$ cat config.mk
export PLATFORM = sky130hd
export DESIGN_NAME = mem_arbiter
export DESIGN_NICKNAME = d
export VERILOG_FILES = /design/src/rtl/mem_arbiter.sv
export SDC_FILE = /design/constraint.sdc
export NUM_CORES = 1
export LEC_CHECK = 0
export ABC_CLOCK_PERIOD_IN_PS = 13700
export CORE_AREA = 2 2 290 292
export DETAILED_ROUTE_END_ITERATION = 7
export DIE_AREA = 0 0 292 294
export DONT_BUFFER_PORTS = 1
export HOLD_SLACK_MARGIN = 0.1
export PLACE_DENSITY = 0.41
export SLEW_MARGIN = 5
export SYNTH_ARGS = -nofsm -noshare
export SYNTH_HDL_FRONTEND = slang
export SYNTH_SLANG_ARGS = --single-unit
$ cat constraint.sdc
create_clock -name clk -period 13.7 [get_ports clk]
set_input_delay 2.055 -clock clk [delete_from_list [all_inputs] [get_ports clk]]
set_output_delay 2.055 -clock clk [all_outputs]
set_load 0.01 [all_outputs]
$ cat src/rtl/mem_arbiter.sv
// Two-requester (data/instruction) line-memory arbiter with round-robin tie
// breaking, single-cycle command strobes, registered completions and a WAIT timeout.
module mem_arbiter #(
    parameter int unsigned TIMEOUT_CYCLES = 255
) (
    input  logic         clk,
    input  logic         reset,
    input  logic         d_read,
    input  logic         d_write,
    input  logic [31:0]  d_addr,
    input  logic [127:0] d_wdata,
    output logic         d_ready,
    output logic [127:0] d_rdata,
    input  logic         i_read,
    input  logic [31:0]  i_addr,
    output logic         i_ready,
    output logic [127:0] i_rdata,
    output logic         mem_read,
    output logic         mem_write,
    output logic [31:0]  mem_addr,
    output logic [127:0] mem_data_to_mem,
    input  logic         mem_ready,
    input  logic [127:0] mem_data_from_mem,
    output logic         busy,
    output logic         timeout_err
);

    typedef enum logic [1:0] {IDLE, ISSUE, WAIT, DONE} state_t;

    state_t       state_q, state_d;
    logic [7:0]   cnt_q, cnt_d;
    logic         last_d_q, last_d_d;   // 1 = data side won the previous grant
    logic         gnt_d_q, gnt_d_d;     // 1 = current transaction belongs to data side
    logic         op_wr_q, op_wr_d;
    logic         d_ready_q, d_ready_d;
    logic         i_ready_q, i_ready_d;
    logic [127:0] d_rdata_q, d_rdata_d;
    logic [127:0] i_rdata_q, i_rdata_d;
    logic         mem_read_q, mem_read_d;
    logic         mem_write_q, mem_write_d;
    logic [31:0]  mem_addr_q, mem_addr_d;
    logic [127:0] mem_wdata_q, mem_wdata_d;
    logic         busy_q, busy_d;
    logic         timeout_err_q, timeout_err_d;

    logic d_req, pick_d;

    assign d_req  = d_read | d_write;
    assign pick_d = d_req & (~i_read | ~last_d_q);

    always_comb begin
        state_d       = state_q;
        cnt_d         = cnt_q;
        last_d_d      = last_d_q;
        gnt_d_d       = gnt_d_q;
        op_wr_d       = op_wr_q;
        d_ready_d     = 1'b0;
        i_ready_d     = 1'b0;
        d_rdata_d     = d_rdata_q;
        i_rdata_d     = i_rdata_q;
        mem_read_d    = 1'b0;
        mem_write_d   = 1'b0;
        mem_addr_d    = mem_addr_q;
        mem_wdata_d   = mem_wdata_q;
        timeout_err_d = timeout_err_q;

        case (state_q)
            IDLE: begin
                if (d_req | i_read) begin
                    gnt_d_d  = pick_d;
                    last_d_d = pick_d;
                    if (pick_d) begin
                        // A simultaneous read+write from the data side is a read.
                        op_wr_d    = d_write & ~d_read;
                        mem_addr_d = d_addr & 32'hFFFF_FFF0;
                        if (d_write & ~d_read) mem_wdata_d = d_wdata;
                    end else begin
                        op_wr_d    = 1'b0;
                        mem_addr_d = i_addr;
                    end
                    mem_read_d  = ~op_wr_d;
                    mem_write_d = op_wr_d;
                    state_d     = ISSUE;
                end
            end
            ISSUE: begin
                cnt_d   = '0;
                state_d = WAIT;
            end
            WAIT: begin
                if (mem_ready) begin
                    if (gnt_d_q) begin
                        d_ready_d = 1'b1;
                        if (!op_wr_q) d_rdata_d = mem_data_from_mem;
                    end else begin
                        i_ready_d = 1'b1;
                        i_rdata_d = mem_data_from_mem;
                    end
                    state_d = DONE;
                end else if (cnt_q == 8'(TIMEOUT_CYCLES)) begin
                    timeout_err_d = 1'b1;
                    if (gnt_d_q) begin
                        d_ready_d = 1'b1;
                        d_rdata_d = '0;
                    end else begin
                        i_ready_d = 1'b1;
                        i_rdata_d = '0;
                    end
                    state_d = DONE;
                end else begin
                    cnt_d = cnt_q + 8'd1;
                end
            end
            DONE: state_d = IDLE;
            default: state_d = IDLE;
        endcase

        busy_d = (state_d != IDLE);
    end

    always_ff @(posedge clk or posedge reset) begin
        if (reset) begin
            state_q       <= IDLE;
            cnt_q         <= '0;
            last_d_q      <= 1'b0;
            gnt_d_q       <= 1'b0;
            op_wr_q       <= 1'b0;
            d_ready_q     <= 1'b0;
            i_ready_q     <= 1'b0;
            d_rdata_q     <= '0;
            i_rdata_q     <= '0;
            mem_read_q    <= 1'b0;
            mem_write_q   <= 1'b0;
            mem_addr_q    <= '0;
            mem_wdata_q   <= '0;
            busy_q        <= 1'b0;
            timeout_err_q <= 1'b0;
        end else begin
            state_q       <= state_d;
            cnt_q         <= cnt_d;
            last_d_q      <= last_d_d;
            gnt_d_q       <= gnt_d_d;
            op_wr_q       <= op_wr_d;
            d_ready_q     <= d_ready_d;
            i_ready_q     <= i_ready_d;
            d_rdata_q     <= d_rdata_d;
            i_rdata_q     <= i_rdata_d;
            mem_read_q    <= mem_read_d;
            mem_write_q   <= mem_write_d;
            mem_addr_q    <= mem_addr_d;
            mem_wdata_q   <= mem_wdata_d;
            busy_q        <= busy_d;
            timeout_err_q <= timeout_err_d;
        end
    end

    assign d_ready         = d_ready_q;
    assign d_rdata         = d_rdata_q;
    assign i_ready         = i_ready_q;
    assign i_rdata         = i_rdata_q;
    assign mem_read        = mem_read_q;
    assign mem_write       = mem_write_q;
    assign mem_addr        = mem_addr_q;
    assign mem_data_to_mem = mem_wdata_q;
    assign busy            = busy_q;
    assign timeout_err     = timeout_err_q;

endmodule
==> metrics.yaml <==
yosysMostFrequentCell: "dfrtp_1"
netlist_instances: 1072
holdCritPathClass: "reg -> reg"
hold_slack_ns: 0.472
drive_gt1_frac: 0.212
syn-cell-area_mm2: 0.0162
clock_skew_ns: 0.0207
synth_nets: 1402
cts_buffers: 48
rsz0062_at_grt: "false"
fin_setup_tns_ns: 0
synth_edf_count: 0
relSlewSlack: 0.257
die-height_um: 294
finish.utilization: 0.225
clkSinkCount: 434
fillerInstances: 8661
post_cts_buffers: 0
ant_nets: 0
ys_seq_elements: 434
setup_viol: 0
fmax_mhz: 236
power_leakage_nw: 8.49
die_x_um: 292
finalCriticalPeriod_ns: 4.24
multi_input_area_mm2: 0.00474
dp.cells: 2083
gr-usage-all-layers: 0.108
drtIter0Drc: 363
cp.arrival_ns: 4.67
netlist_top_cells_area: "dfrtp_1 67%, a22o_1 14%, mux2_2 8.9%, mux2i_1 1.7%, buf_2 1.3%"
synth_ff_type: "dfrtp_1"
wl_met3_um: 5020
syn_area_per_cell_um2: 15.1
path_class: "in -> reg"
regArea_mm2: 0.0109
post_cts_resized: 0
cts_tree: "built"
required_ns: 14.13
power_mw: 4.90
path_clk_slew_ns: 0.06
row_count: 106
crit_fanout: 85
nets: 1383
globalRouteOverflowTotal: 0
async_flop_share: 1.00
cp-end-kind: "flop"
finalCritPeriodShare: 0.310
grt_pass1_vias: 10077
gp_congestion: 0.794
synth_common_cells: "434 x dfrtp_1, 258 x a22o_1, 128 x mux2_2"
yosysSeqAreaShare: 0.671
floorplan.die_area_mm2: 0.0858
synth_top_area_frac: 0.671
area_delta_synth_final_pct: 15.5
portBuffers: 0
wl_per_cell_um: 22.7
max_cap_viol_count: 0
cp-start-kind: "input port"
antenna_found_initial: 6
coreArea_mm2: 0.0829
clk_latency_ns: 0.57
drc: 0
io_pins: 748
start_util: 0.195
p_per_area_mw_per_mm2: 262
grt_first_pass_wirelength_um: 70700
grt_start_max_net_pins: 159
peakVddDrop_uv: 111
holdBufCountCts: 0
hold_viol_final: 0
wl_met2_um: 24800
firstDrtPassIters: 5
outcome: "completed"
finalMaxSlewViolations: 0
via_count: 9447
htreeDepth: 2
fin_cells: 2169
yosysTopAreaCell: "dfrtp_1"
drt-total-wl_um: 49200
yosysUniqueCellTypes: 38
drt-vias-per-instance: 4.36
cts-root-buf: "clkbuf_16"
highest_layer: "met4"
synth_warnings: 0
cts_buffer_depth: 3
dp_hpwl_um: 34200
worst_slew_pin_slew_ns: 1.11
wl_met1_um: 16900
per-stage QoR:
step,worst slack [ns],cell area (um2)
CTS,9.33,18700
finish,9.46,18700
global placement,8.75,17100
detailed placement,8.68,17100
floorplan,5.78,16200
global route,8.93,18700
cells by family (layout without fill, tap and decap cells):
kind of cell	Yosys count	in the layout	share of synthesized area
buffers and inverters	88	104	0.0376
AO/OA/AOI/OAI	309	309	0.158
adder cells (fa/ha/maj)	4	4	0.00309
XOR/XNOR	1	1	0.000542
AND/OR/NAND/NOR	80	80	0.0234
other	0	1	0
flip-flops	434	434	0.671
multiplexers	156	156	0.106
flip-flops by register name (all words and copies together) (netlist names), 2 cells and up:
signal           cells
cnt_q                8
i_rdata            128
mem_data_to_mem    128
mem_addr            32
state_q              2
d_rdata            128
cell type report:
type / count / share of cell area
clock inverters: 17 / 0.00904
diodes: 1 / 0.000134
flip-flops and latches: 434 / 0.581
well taps: 1080 / 0.0723
repair buffers: 13 / 0.00589
multi-input cells: 550 / 0.254
inverters: 6 / 0.00141
clock buffers: 68 / 0.0764
critical path, cell delays in order:
cell and delay, ns:
nand2_1 0.07, nand3_1 0.12, nor2_4 0.58, buf_4 0.43
buf_4 0.84, mux2_2 0.43
layer usage:
metal  track usage  vias up
met5             0        -
met4        0.0533        0
met3        0.0420      108
met2         0.188      556
met1         0.115     4830
li1              -     3953
path summary, 6_finish.rpt:
kind / startpoint / to / slack [ns] / depth (start not counted)
hold / removal: op_wr_q / op_wr_q / 0.47 / 1
setup / recovery: i_read / mem_data_to_mem[59] / 9.46 / 6
max in group asynchronous: reset / d_rdata[120] / 9.47 / 4
min in group asynchronous: reset / mem_data_to_mem[30] / 1.46 / 1
hold reg to reg: op_wr_q / op_wr_q / 0.47 / 1
setup reg to reg: state_q[0] / mem_data_to_mem[59] / 10.16 / 7
where the power goes:
part	switching (mW)	leakage (nW)	internal (mW)
clock	0.522	0.794	0.778
combinational	0.418	2.30	0.511
sequential	0.794	5.40	1.88
total	1.73	8.49	3.17
placed cells by master (no fill, tap or decap), drive strengths merged, types with 2 or more instances in the layout:
cell / Yosys / layout
o21ai: 36 / 36
a21o: 3 / 3
a31oi: 3 / 3
nor2b: 4 / 4
mux2i: 28 / 28
a21oi: 2 / 2
clkbuf: 5 / 68
nand3: 10 / 10
ha: 4 / 4
nor3: 3 / 3
clkinvlp: 0 / 3
a211oi: 2 / 2
a22o: 258 / 258
mux2: 128 / 128
buf: 77 / 13
nand2b: 4 / 4
nand4: 3 / 3
clkinv: 0 / 12
nor2: 6 / 6
and3: 2 / 2
dfrtp: 434 / 434
bufinv: 0 / 3
nand2: 43 / 43
inv: 6 / 5
Note: power is estimated with default switching activity, not from simulation.
